$ cat src/rtl/mem_port_arbiter_if.sv
// Handshake bundle between the IF fetcher, the LSU, the arbiter and the memory bridge.
// The arbiter takes the master view; the environment (requesters + memory) takes the slave view.
interface mem_port_arbiter_if #(
  parameter int ADDR_W = 64,
  parameter int DATA_W = 64
);
  logic                  if_req_valid;
  logic [ADDR_W-1:0]     if_req_addr;
  logic                  if_req_ready;
  logic                  if_rsp_valid;
  logic [DATA_W-1:0]     if_rsp_data;

  logic                  lsu_req_valid;
  logic                  lsu_req_we;
  logic [ADDR_W-1:0]     lsu_req_addr;
  logic [DATA_W-1:0]     lsu_req_wdata;
  logic [DATA_W/8-1:0]   lsu_req_wmask;
  logic                  lsu_req_ready;
  logic                  lsu_rsp_valid;
  logic [DATA_W-1:0]     lsu_rsp_data;

  logic                  mem_req_valid;
  logic                  mem_req_ready;
  logic                  mem_req_we;
  logic [ADDR_W-1:0]     mem_req_addr;
  logic [DATA_W-1:0]     mem_req_wdata;
  logic [DATA_W/8-1:0]   mem_req_wmask;
  logic                  mem_rsp_valid;
  logic [DATA_W-1:0]     mem_rsp_data;

  modport master (
    input  if_req_valid, if_req_addr,
    output if_req_ready, if_rsp_valid, if_rsp_data,
    input  lsu_req_valid, lsu_req_we, lsu_req_addr, lsu_req_wdata, lsu_req_wmask,
    output lsu_req_ready, lsu_rsp_valid, lsu_rsp_data,
    output mem_req_valid, mem_req_we, mem_req_addr, mem_req_wdata, mem_req_wmask,
    input  mem_req_ready, mem_rsp_valid, mem_rsp_data
  );

  modport slave (
    output if_req_valid, if_req_addr,
    input  if_req_ready, if_rsp_valid, if_rsp_data,
    output lsu_req_valid, lsu_req_we, lsu_req_addr, lsu_req_wdata, lsu_req_wmask,
    input  lsu_req_ready, lsu_rsp_valid, lsu_rsp_data,
    input  mem_req_valid, mem_req_we, mem_req_addr, mem_req_wdata, mem_req_wmask,
    output mem_req_ready, mem_rsp_valid, mem_rsp_data
  );
endinterface

$ cat src/rtl/mem_port_arbiter.sv
// Shares one memory port between instruction fetch and LSU, one transaction in flight.
// LSU has priority; a saturating starvation counter forces an IF grant after STARVE_LIM LSU wins.
module mem_port_arbiter #(
  parameter int ADDR_W     = 64,
  parameter int DATA_W     = 64,
  parameter int STARVE_LIM = 4
) (
  input  logic               clk,
  input  logic               rst,
  mem_port_arbiter_if.master bus,
  output logic               busy
);
  localparam int                CW  = $clog2(STARVE_LIM + 1);
  localparam logic [CW-1:0]     LIM = CW'(STARVE_LIM);

  typedef enum logic [1:0] {S_IDLE, S_REQ, S_WAIT} state_t;

  state_t                r_state;
  logic                  r_owner_lsu;
  logic [CW-1:0]         r_starve;
  logic                  r_we;
  logic [ADDR_W-1:0]     r_addr;
  logic [DATA_W-1:0]     r_wdata;
  logic [DATA_W/8-1:0]   r_wmask;
  logic                  r_if_rsp_valid;
  logic [DATA_W-1:0]     r_if_rsp_data;
  logic                  r_lsu_rsp_valid;
  logic [DATA_W-1:0]     r_lsu_rsp_data;

  logic w_idle, w_if_win, w_lsu_win;

  // Grants are gated by rst so readies stay low while reset is held.
  assign w_idle    = (r_state == S_IDLE) && rst;
  assign w_if_win  = w_idle && bus.if_req_valid && (!bus.lsu_req_valid || r_starve == LIM);
  assign w_lsu_win = w_idle && bus.lsu_req_valid && !w_if_win;

  always_ff @(posedge clk) begin
    if (!rst) begin
      r_state         <= S_IDLE;
      r_owner_lsu     <= 1'b0;
      r_starve        <= '0;
      r_we            <= 1'b0;
      r_addr          <= '0;
      r_wdata         <= '0;
      r_wmask         <= '0;
      r_if_rsp_valid  <= 1'b0;
      r_if_rsp_data   <= '0;
      r_lsu_rsp_valid <= 1'b0;
      r_lsu_rsp_data  <= '0;
    end else begin
      r_if_rsp_valid  <= 1'b0;
      r_lsu_rsp_valid <= 1'b0;
      case (r_state)
        S_IDLE: begin
          if (w_if_win) begin
            r_owner_lsu <= 1'b0;
            r_we        <= 1'b0;
            r_addr      <= bus.if_req_addr;
            r_wdata     <= '0;
            r_wmask     <= '0;
            r_starve    <= '0;
            r_state     <= S_REQ;
          end else if (w_lsu_win) begin
            r_owner_lsu <= 1'b1;
            r_we        <= bus.lsu_req_we;
            r_addr      <= bus.lsu_req_addr;
            r_wdata     <= bus.lsu_req_wdata;
            r_wmask     <= bus.lsu_req_wmask;
            if (!bus.if_req_valid)  r_starve <= '0;
            else if (r_starve != LIM) r_starve <= r_starve + 1'b1;
            r_state     <= S_REQ;
          end
        end
        S_REQ: begin
          if (bus.mem_req_ready) r_state <= S_WAIT;
        end
        S_WAIT: begin
          if (bus.mem_rsp_valid) begin
            if (r_owner_lsu) begin
              r_lsu_rsp_valid <= 1'b1;
              r_lsu_rsp_data  <= bus.mem_rsp_data;
            end else begin
              r_if_rsp_valid  <= 1'b1;
              r_if_rsp_data   <= bus.mem_rsp_data;
            end
            r_state <= S_IDLE;
          end
        end
        default: r_state <= S_IDLE;
      endcase
    end
  end

  assign bus.if_req_ready  = w_if_win;
  assign bus.lsu_req_ready = w_lsu_win;
  assign bus.if_rsp_valid  = r_if_rsp_valid;
  assign bus.if_rsp_data   = r_if_rsp_data;
  assign bus.lsu_rsp_valid = r_lsu_rsp_valid;
  assign bus.lsu_rsp_data  = r_lsu_rsp_data;
  assign bus.mem_req_valid = (r_state == S_REQ);
  assign bus.mem_req_we    = r_we;
  assign bus.mem_req_addr  = r_addr;
  assign bus.mem_req_wdata = r_wdata;
  assign bus.mem_req_wmask = r_wmask;
  assign busy              = (r_state != S_IDLE);
endmodule
$ cat src/flat_wrapper.sv
// flat-port wrapper written by rule: the top's interface ports become plain ports
module mem_port_arbiter_flat 
#(
  parameter int ADDR_W     = 64,
  parameter int DATA_W     = 64,
  parameter int STARVE_LIM = 4
)
  (clk, rst, busy, bus_if_req_valid, bus_if_req_addr, bus_if_req_ready, bus_if_rsp_valid, bus_if_rsp_data, bus_lsu_req_valid, bus_lsu_req_we, bus_lsu_req_addr, bus_lsu_req_wdata, bus_lsu_req_wmask, bus_lsu_req_ready, bus_lsu_rsp_valid, bus_lsu_rsp_data, bus_mem_req_valid, bus_mem_req_we, bus_mem_req_addr, bus_mem_req_wdata, bus_mem_req_wmask, bus_mem_req_ready, bus_mem_rsp_valid, bus_mem_rsp_data);
  mem_port_arbiter_if #(.ADDR_W(ADDR_W), .DATA_W(DATA_W)) bus_i ();
  input  logic clk;
  input  logic rst;
  output logic busy;
  input wire logic [$bits(bus_i.if_req_valid)-1:0] bus_if_req_valid;
  input wire logic [$bits(bus_i.if_req_addr)-1:0] bus_if_req_addr;
  output wire logic [$bits(bus_i.if_req_ready)-1:0] bus_if_req_ready;
  output wire logic [$bits(bus_i.if_rsp_valid)-1:0] bus_if_rsp_valid;
  output wire logic [$bits(bus_i.if_rsp_data)-1:0] bus_if_rsp_data;
  input wire logic [$bits(bus_i.lsu_req_valid)-1:0] bus_lsu_req_valid;
  input wire logic [$bits(bus_i.lsu_req_we)-1:0] bus_lsu_req_we;
  input wire logic [$bits(bus_i.lsu_req_addr)-1:0] bus_lsu_req_addr;
  input wire logic [$bits(bus_i.lsu_req_wdata)-1:0] bus_lsu_req_wdata;
  input wire logic [$bits(bus_i.lsu_req_wmask)-1:0] bus_lsu_req_wmask;
  output wire logic [$bits(bus_i.lsu_req_ready)-1:0] bus_lsu_req_ready;
  output wire logic [$bits(bus_i.lsu_rsp_valid)-1:0] bus_lsu_rsp_valid;
  output wire logic [$bits(bus_i.lsu_rsp_data)-1:0] bus_lsu_rsp_data;
  output wire logic [$bits(bus_i.mem_req_valid)-1:0] bus_mem_req_valid;
  output wire logic [$bits(bus_i.mem_req_we)-1:0] bus_mem_req_we;
  output wire logic [$bits(bus_i.mem_req_addr)-1:0] bus_mem_req_addr;
  output wire logic [$bits(bus_i.mem_req_wdata)-1:0] bus_mem_req_wdata;
  output wire logic [$bits(bus_i.mem_req_wmask)-1:0] bus_mem_req_wmask;
  input wire logic [$bits(bus_i.mem_req_ready)-1:0] bus_mem_req_ready;
  input wire logic [$bits(bus_i.mem_rsp_valid)-1:0] bus_mem_rsp_valid;
  input wire logic [$bits(bus_i.mem_rsp_data)-1:0] bus_mem_rsp_data;
  assign bus_i.if_req_valid = bus_if_req_valid;
  assign bus_i.if_req_addr = bus_if_req_addr;
  assign bus_if_req_ready = bus_i.if_req_ready;
  assign bus_if_rsp_valid = bus_i.if_rsp_valid;
  assign bus_if_rsp_data = bus_i.if_rsp_data;
  assign bus_i.lsu_req_valid = bus_lsu_req_valid;
  assign bus_i.lsu_req_we = bus_lsu_req_we;
  assign bus_i.lsu_req_addr = bus_lsu_req_addr;
  assign bus_i.lsu_req_wdata = bus_lsu_req_wdata;
  assign bus_i.lsu_req_wmask = bus_lsu_req_wmask;
  assign bus_lsu_req_ready = bus_i.lsu_req_ready;
  assign bus_lsu_rsp_valid = bus_i.lsu_rsp_valid;
  assign bus_lsu_rsp_data = bus_i.lsu_rsp_data;
  assign bus_mem_req_valid = bus_i.mem_req_valid;
  assign bus_mem_req_we = bus_i.mem_req_we;
  assign bus_mem_req_addr = bus_i.mem_req_addr;
  assign bus_mem_req_wdata = bus_i.mem_req_wdata;
  assign bus_mem_req_wmask = bus_i.mem_req_wmask;
  assign bus_i.mem_req_ready = bus_mem_req_ready;
  assign bus_i.mem_rsp_valid = bus_mem_rsp_valid;
  assign bus_i.mem_rsp_data = bus_mem_rsp_data;
  mem_port_arbiter #(.ADDR_W(ADDR_W), .DATA_W(DATA_W), .STARVE_LIM(STARVE_LIM)) u_core (.clk(clk), .rst(rst), .bus(bus_i), .busy(busy));
endmodule
$ cat config.mk
export PLATFORM = sky130hd
export DESIGN_NAME = mem_port_arbiter_flat
export DESIGN_NICKNAME = d
export VERILOG_FILES = /design/src/rtl/mem_port_arbiter_if.sv /design/src/rtl/mem_port_arbiter.sv /design/src/flat_wrapper.sv
export SDC_FILE = /design/constraint.sdc
export NUM_CORES = 1
export LEC_CHECK = 0
export BUFFER_PORTS_ARGS = -buffer_cell sky130_fd_sc_hd__buf_4
export CAP_MARGIN = 20
export CORE_AREA = 3 3 212 214
export CTS_CLUSTER_SIZE = 30
export DETAILED_ROUTE_END_ITERATION = 12
export DIE_AREA = 0 0 215 217
export SETUP_SLACK_MARGIN = 0.02
export SLEW_MARGIN = 10
export SYNTH_ARGS = -nofsm -noshare
export SYNTH_HDL_FRONTEND = slang
export SYNTH_SLANG_ARGS = --single-unit
$ cat constraint.sdc
create_clock -name clk -period 2 [get_ports clk]
set_input_delay 0.2 -clock clk [delete_from_list [all_inputs] [get_ports clk]]
set_output_delay 0.2 -clock clk [all_outputs]
set_load 0.03 [all_outputs]
# After elaboration in Yosys (flattened, before gate mapping)
# Cells that the tools add are included.
# word_totals
ramBits	0
input_bits	271
regBits	273
memories	0
latchBits	0
word_cells	59
output_inout_bits	271
mem_bits_ro	0
# classes
shifts	0
reduce_logical	17
bitwise_logic	1
div	0
eq_ne	8
magnitude_cmp	0
mux	21
mul	0
add_sub_neg	1
# op_table
op	n
2-to-1 mux 64 bit	4
2-to-1 mux 8 bit	2
AND reduction 3 bit	5
2-to-1 mux 3 bit	4
2-to-1 mux 2 bit	4
2-to-1 mux 1 bit	6
one-hot mux 2 bit (3 select lines)	1
logical AND 1 bit	5
nonzero test 2 bit	2
adder 3 x 1 -> 3 bit, second input constant	1
equality test 3 bit, second input constant	1
inequality test 3 x 1 -> 1 bit, second input constant	1
inequality test 3 x 2 -> 1 bit, second input constant	1
inequality test 3 bit, second input constant	1
equality test 2 x 1 -> 1 bit, second input constant	1
equality test 2 bit, second input constant	1
logical NOT 1 bit	2
logical NOT 2 bit	1
inequality test 2 x 1 -> 1 bit, second input constant	1
inequality test 2 bit, second input constant	1
AND reduction 2 bit	1
logical OR 1 bit	1
NOT 1 bit	1

# Logic depth before layout (Yosys ltp)
# logic_depth
ltp_word	9
mapped_depth	7
depth_no_buf	5

# Worst setup path before layout
# OpenSTA, ideal clock, no wires.
# synth_path
path_kind	reg-to-reg
start	reg u_core.r_starve[0]
end	reg u_core.r_wdata[62], in the netlist u_core.bus.mem_req_wdata[62]
setup_slack_ns	0.313
n_path_buf	1
required_time_ns	1.940
t_arrival_ns	1.628
stages_incl_launch_ff	7
setup_ns	0.060
synth_period_minus_slack_ns	1.687
cell_sequence	dfxtp_1 inv_1 ha_1 and3_1 nor2_1 clkbuf_1 a22o_1
# synth_between
elab_chain_cells	7
elab_cells_between_ends	8
cone_classes	eq/ne: 1; mux: 1; reduce/logical: 6
# synth_rtl
element	line	source
start, declared	mem_port_arbiter.sv:20	logic [CW-1:0] r_starve;
start signal, assigned	mem_port_arbiter.sv:70	else if (r_starve != LIM) r_starve <= r_starve + 1'b1;
equality test 3 bit	mem_port_arbiter.sv:34	assign w_if_win = w_idle && bus.if_req_valid && (!bus.lsu_req_valid || r_starve == LIM);
logical OR 1 bit	mem_port_arbiter.sv:34	
logical AND 1 bit	mem_port_arbiter.sv:34	
logical NOT 1 bit	mem_port_arbiter.sv:35	assign w_lsu_win = w_idle && bus.lsu_req_valid && !w_if_win;
logical AND 1 bit	mem_port_arbiter.sv:35	
net bus_lsu_req_ready	flat_wrapper.sv:23	output wire logic [$bits(bus_i.lsu_req_ready)-1:0] bus_lsu_req_ready;
nonzero test 2 bit (no line)	n/a	
AND reduction 2 bit (no line)	n/a	
end signal, assigned	mem_port_arbiter.sv:67	r_wdata <= bus.lsu_req_wdata;
end, declared	mem_port_arbiter.sv:23	logic [DATA_W-1:0] r_wdata;
# The timed path passes the listed nets, and every way through them passes these cells.
# A chain may end at the register's enable or synchronous reset.

# Worst setup path in the final report
# layout_path
start	in rst
end	out bus_if_req_ready
# layout_between
elab_chain_cells	3
# layout_rtl
element	line	source
start, declared	flat_wrapper.sv:11	input logic rst;
logical AND 1 bit	mem_port_arbiter.sv:33	assign w_idle = (r_state == S_IDLE) && rst;
logical AND 1 bit (2 in a row)	mem_port_arbiter.sv:34	
end, declared	flat_wrapper.sv:15	output wire logic [$bits(bus_i.if_req_ready)-1:0] bus_if_req_ready;
# No other way between the ends.

==> results.md <==
- RD Place Congestion: 0.863
- Critical R2R Launch: u_core.r_state[1]
- Chip Width: 215 µm
- Critical-path top delay cell: dlygate4sd3_1
- I/O Buffers: roughly 540
- Slew Limit Fails: 0
- Warning count from the yosys run: 0
- Clk slew on worst S/H paths: around 0.060 ns
- Nets: 2120
- Final antenna-violating net count: 0
- Max FO, Critical Path: 22
- Gr usage total: between 15 and 20%
- Via count: 11400
- Setup TNS: 0 ns
- HP Class: input pin to register
- Hold depth: 3
- Vias in the first global route: 12000
- Max Clk Rate: 0.526 GHz
- H-tree depth: 1
- Drt wl/cell: 17.8 µm
- Critical path, cell by cell: dlygate4sd3_1, buf_4, nand4bb_4, nor2_1, buf_4
- Synth-to-layout area growth: 74.3%
- Core area: 0.0431 mm²
- Final HPWL DP: 28.7 mm
- Endpoints failing setup: 0
- DIE AREA: 0.0467 mm²
- Syn avg cell area: 9.47 µm²
- R2R cell count: 5
- Share of layout cells above drive strength 1: approximately 38%
- CP Class: input pin to output pin
- Final period utilization: between 90% and 100%
- Clock Skew: approximately 0.019 ns
- Die Height: 217 µm
- Power per cell area: 769 mW/mm²
- DRT iter0 DRCs: 678
- Std cell rows: 76
- CP bufs+invs: 3
- FF-to-FF setup slack: 0.25 ns
- RSZ-0062 raised after global routing: no
- Largest net degree at the start of global routing: 118
- Initial antenna violation count: 3
- Congestion Overflow GR: 0
- Max-slew headroom: roughly two thirds
- Global-route wire length before repair: 67.8 mm
- Initial Util: 25.0%
- Cell area after synthesis: 0.0108 mm²
- Detailed-route DRC error count: 0
- Root buffer cell: clkbuf_16
- P_leak: 0.00779 µW
- Commonest non-fill, non-tap cell in the layout: buf_4
- Max incr delay on CP: approximately 0.55 ns
- Num CTS Buffers: 31
- Crit. End Element: output pin
- Slew @ Worst Pin: between 0.4 and 0.5 ns
- Hold path start: bus_lsu_req_addr[12]
- Maximum Capacitance Violations: 0
- Critical Path Start Type: input pin
- Worst r2r dst: u_core.bus.mem_req_addr[19]
- Worst EP arrival: roughly 1.7 ns
- Most common cell type on the critical path: buf_4
- Clock sinks: about 270
- Synthesized flop and latch total: 273
- Clk buf depth: 3
- Library cells used by synthesis: 32
- Min Tclk post-route: roughly 1.9 ns
- Vias per inst: ~4.7
- Hold Vio Cnt, Final: 0
- Commonest cells after routing, fill and taps aside: buf_4 (557), dfxtp_1 (270), nand2_1 (257)
- Overall power after layout: between 10000 and 15000 µW
- Critical Path RT: between 1.5 and 2 ns
- Worst hold path endpoint: u_core.bus.mem_req_addr[12]
- Post-synth net total: 1410
- Fill count: a little over 4000
- I/O pins: 542
- Critical path's top delay family: buffers and inverters
- Iteration count of the initial detailed-routing pass: 5
- Peak VDD IR: 0.000520 V
- CTS tree: done
- Status: complete, no violations
- Seq/Total Area, Yosys: 50.7%
- Final WL: 43.8 mm
- Cells after Synth: 1137
- Worst-Skew Late Latency: about 0.58 ns
==> layout make-up <==
cell class	count	area (µm²)	share of cell area, %
Timing Repair Buffer	787	6700	35.7
Sequential cell	273	5470	29.1
Multi-Input combinational cell	751	4840	25.8
Clock buffer	46	912	4.86
Tap cell	585	732	3.90
Clock inverter	10	105	0.560
Inverter	3	11.3	0.0600
Antenna cell	2	5.00	0.0267
==> cell families after synthesis <==
| family | after synthesis | synth area share, % |
|---|---|---|
| buf+inv | 113 | 5.19 |
| flops | 273 | 50.7 |
| simple gates | 472 | 25.2 |
| fa+ha+maj | 2 | 0.232 |
| compound gates | 277 | 18.6 |
==> stage by stage <==
| step | setup WS, ns | instances | util [%] | hold slack [ns] | cell area (µm²) |
|---|---|---|---|---|---|
| finish | 0.101 | 2457 | 43.6 | 0.0384 | 18800 |
| global route | 0.0304 | 2457 | 43.6 | 0.0266 | 18800 |
| CTS | 0.0408 | 2455 | 43.6 | 0.000420 | 18800 |
| detailed placement | 0.226 | 2182 | 36.0 | 0.419 | 15500 |
| global placement | 0.263 | 2182 | 36.0 | 0.415 | 15500 |
| floorplan | 0.313 | 1137 | - | 0.333 | 10800 |
==> worst register-to-register path: stages (launching register included) <==
cell and delay [ns]:
dfxtp_1 0.49, nand4bb_4 0.25, buf_4 0.23, buf_4 0.30, nor3_1 0.12, nor4b_2 0.29
==> how the worst max path moves through the flow <==
stage / startpoint / endpoint / depth (start not counted)
floorplan: u_core.r_starve[0] / u_core.bus.mem_req_wdata[62] / 6
global route: rst / bus_if_req_ready / 5
CTS: u_core.r_starve[1] / bus_lsu_req_ready / 5
global placement: u_core.r_starve[0] / u_core.bus.mem_req_wdata[54] / 6
detailed placement: u_core.r_starve[0] / u_core.bus.mem_req_addr[19] / 6
finish: rst / bus_if_req_ready / 5
==> synth_stat cells, drive strengths merged <==
| cell type | n | share of area [%] |
|---|---|---|
| a21boi | 134 | 9.4 |
| a21oi | 64 | 3.0 |
| a22o | 73 | 5.9 |
| and2 | 2 | 0.12 |
| and3 | 1 | 0.058 |
| and4b | 1 | 0.093 |
| and4bb | 1 | 0.12 |
| buf | 73 | 3.8 |
| clkbuf | 37 | 1.3 |
| dfxtp | 273 | 51 |
| ha | 2 | 0.23 |
| inv | 3 | 0.10 |
| nand2 | 257 | 9.0 |
| nand4 | 2 | 0.12 |
| nand4b | 1 | 0.081 |
| nand4bb | 3 | 0.31 |
| nor2 | 6 | 0.28 |
| nor2b | 1 | 0.058 |
| nor3 | 128 | 5.9 |
| nor3b | 2 | 0.14 |
| nor4b | 65 | 8.8 |
| nor4bb | 1 | 0.093 |
| o211ai | 1 | 0.070 |
| o21a | 2 | 0.14 |
| o21ai | 3 | 0.14 |
| or2 | 1 | 0.058 |
==> routing by layer <==
metal	share of wire [%]	global-route usage [%]	wire, µm	up-vias
met5	0.016	0	7	-
met4	3.4	6.54	1500	2
met3	7.9	4.45	3470	101
met2	49	31.1	21600	491
met1	39	21.2	17300	5418
li1	-	-	-	5423
==> what timing repair did <==
action / in CTS / in global routing
resized for setup: 8 / 0
hold buffers: 210 / 0
cloned: 2 / 0
pin swaps: 3 / 1
setup endpoints to repair: 3 / 1
hold endpoints to repair: 269 / 0
setup buffers: 5 / 0
==> state kept, by name, summed over array words and instances, names as in the netlist, 2 cells and up <==
name and count:
u_core.bus.mem_req_addr 64, u_core.bus.if_rsp_data 64, u_core.r_starve 3, u_core.bus.mem_req_wdata 64, u_core.bus.lsu_rsp_data 64, u_core.r_state 2
u_core.bus.mem_req_wmask 8
==> where the power goes <==
group | switching, µW | internal [µW]
Combinational | 1470 | 1410
Clock | 2360 | 3280
Sequential | 184 | 5720
No activity file was read; power rests on OpenSTA's default activity.
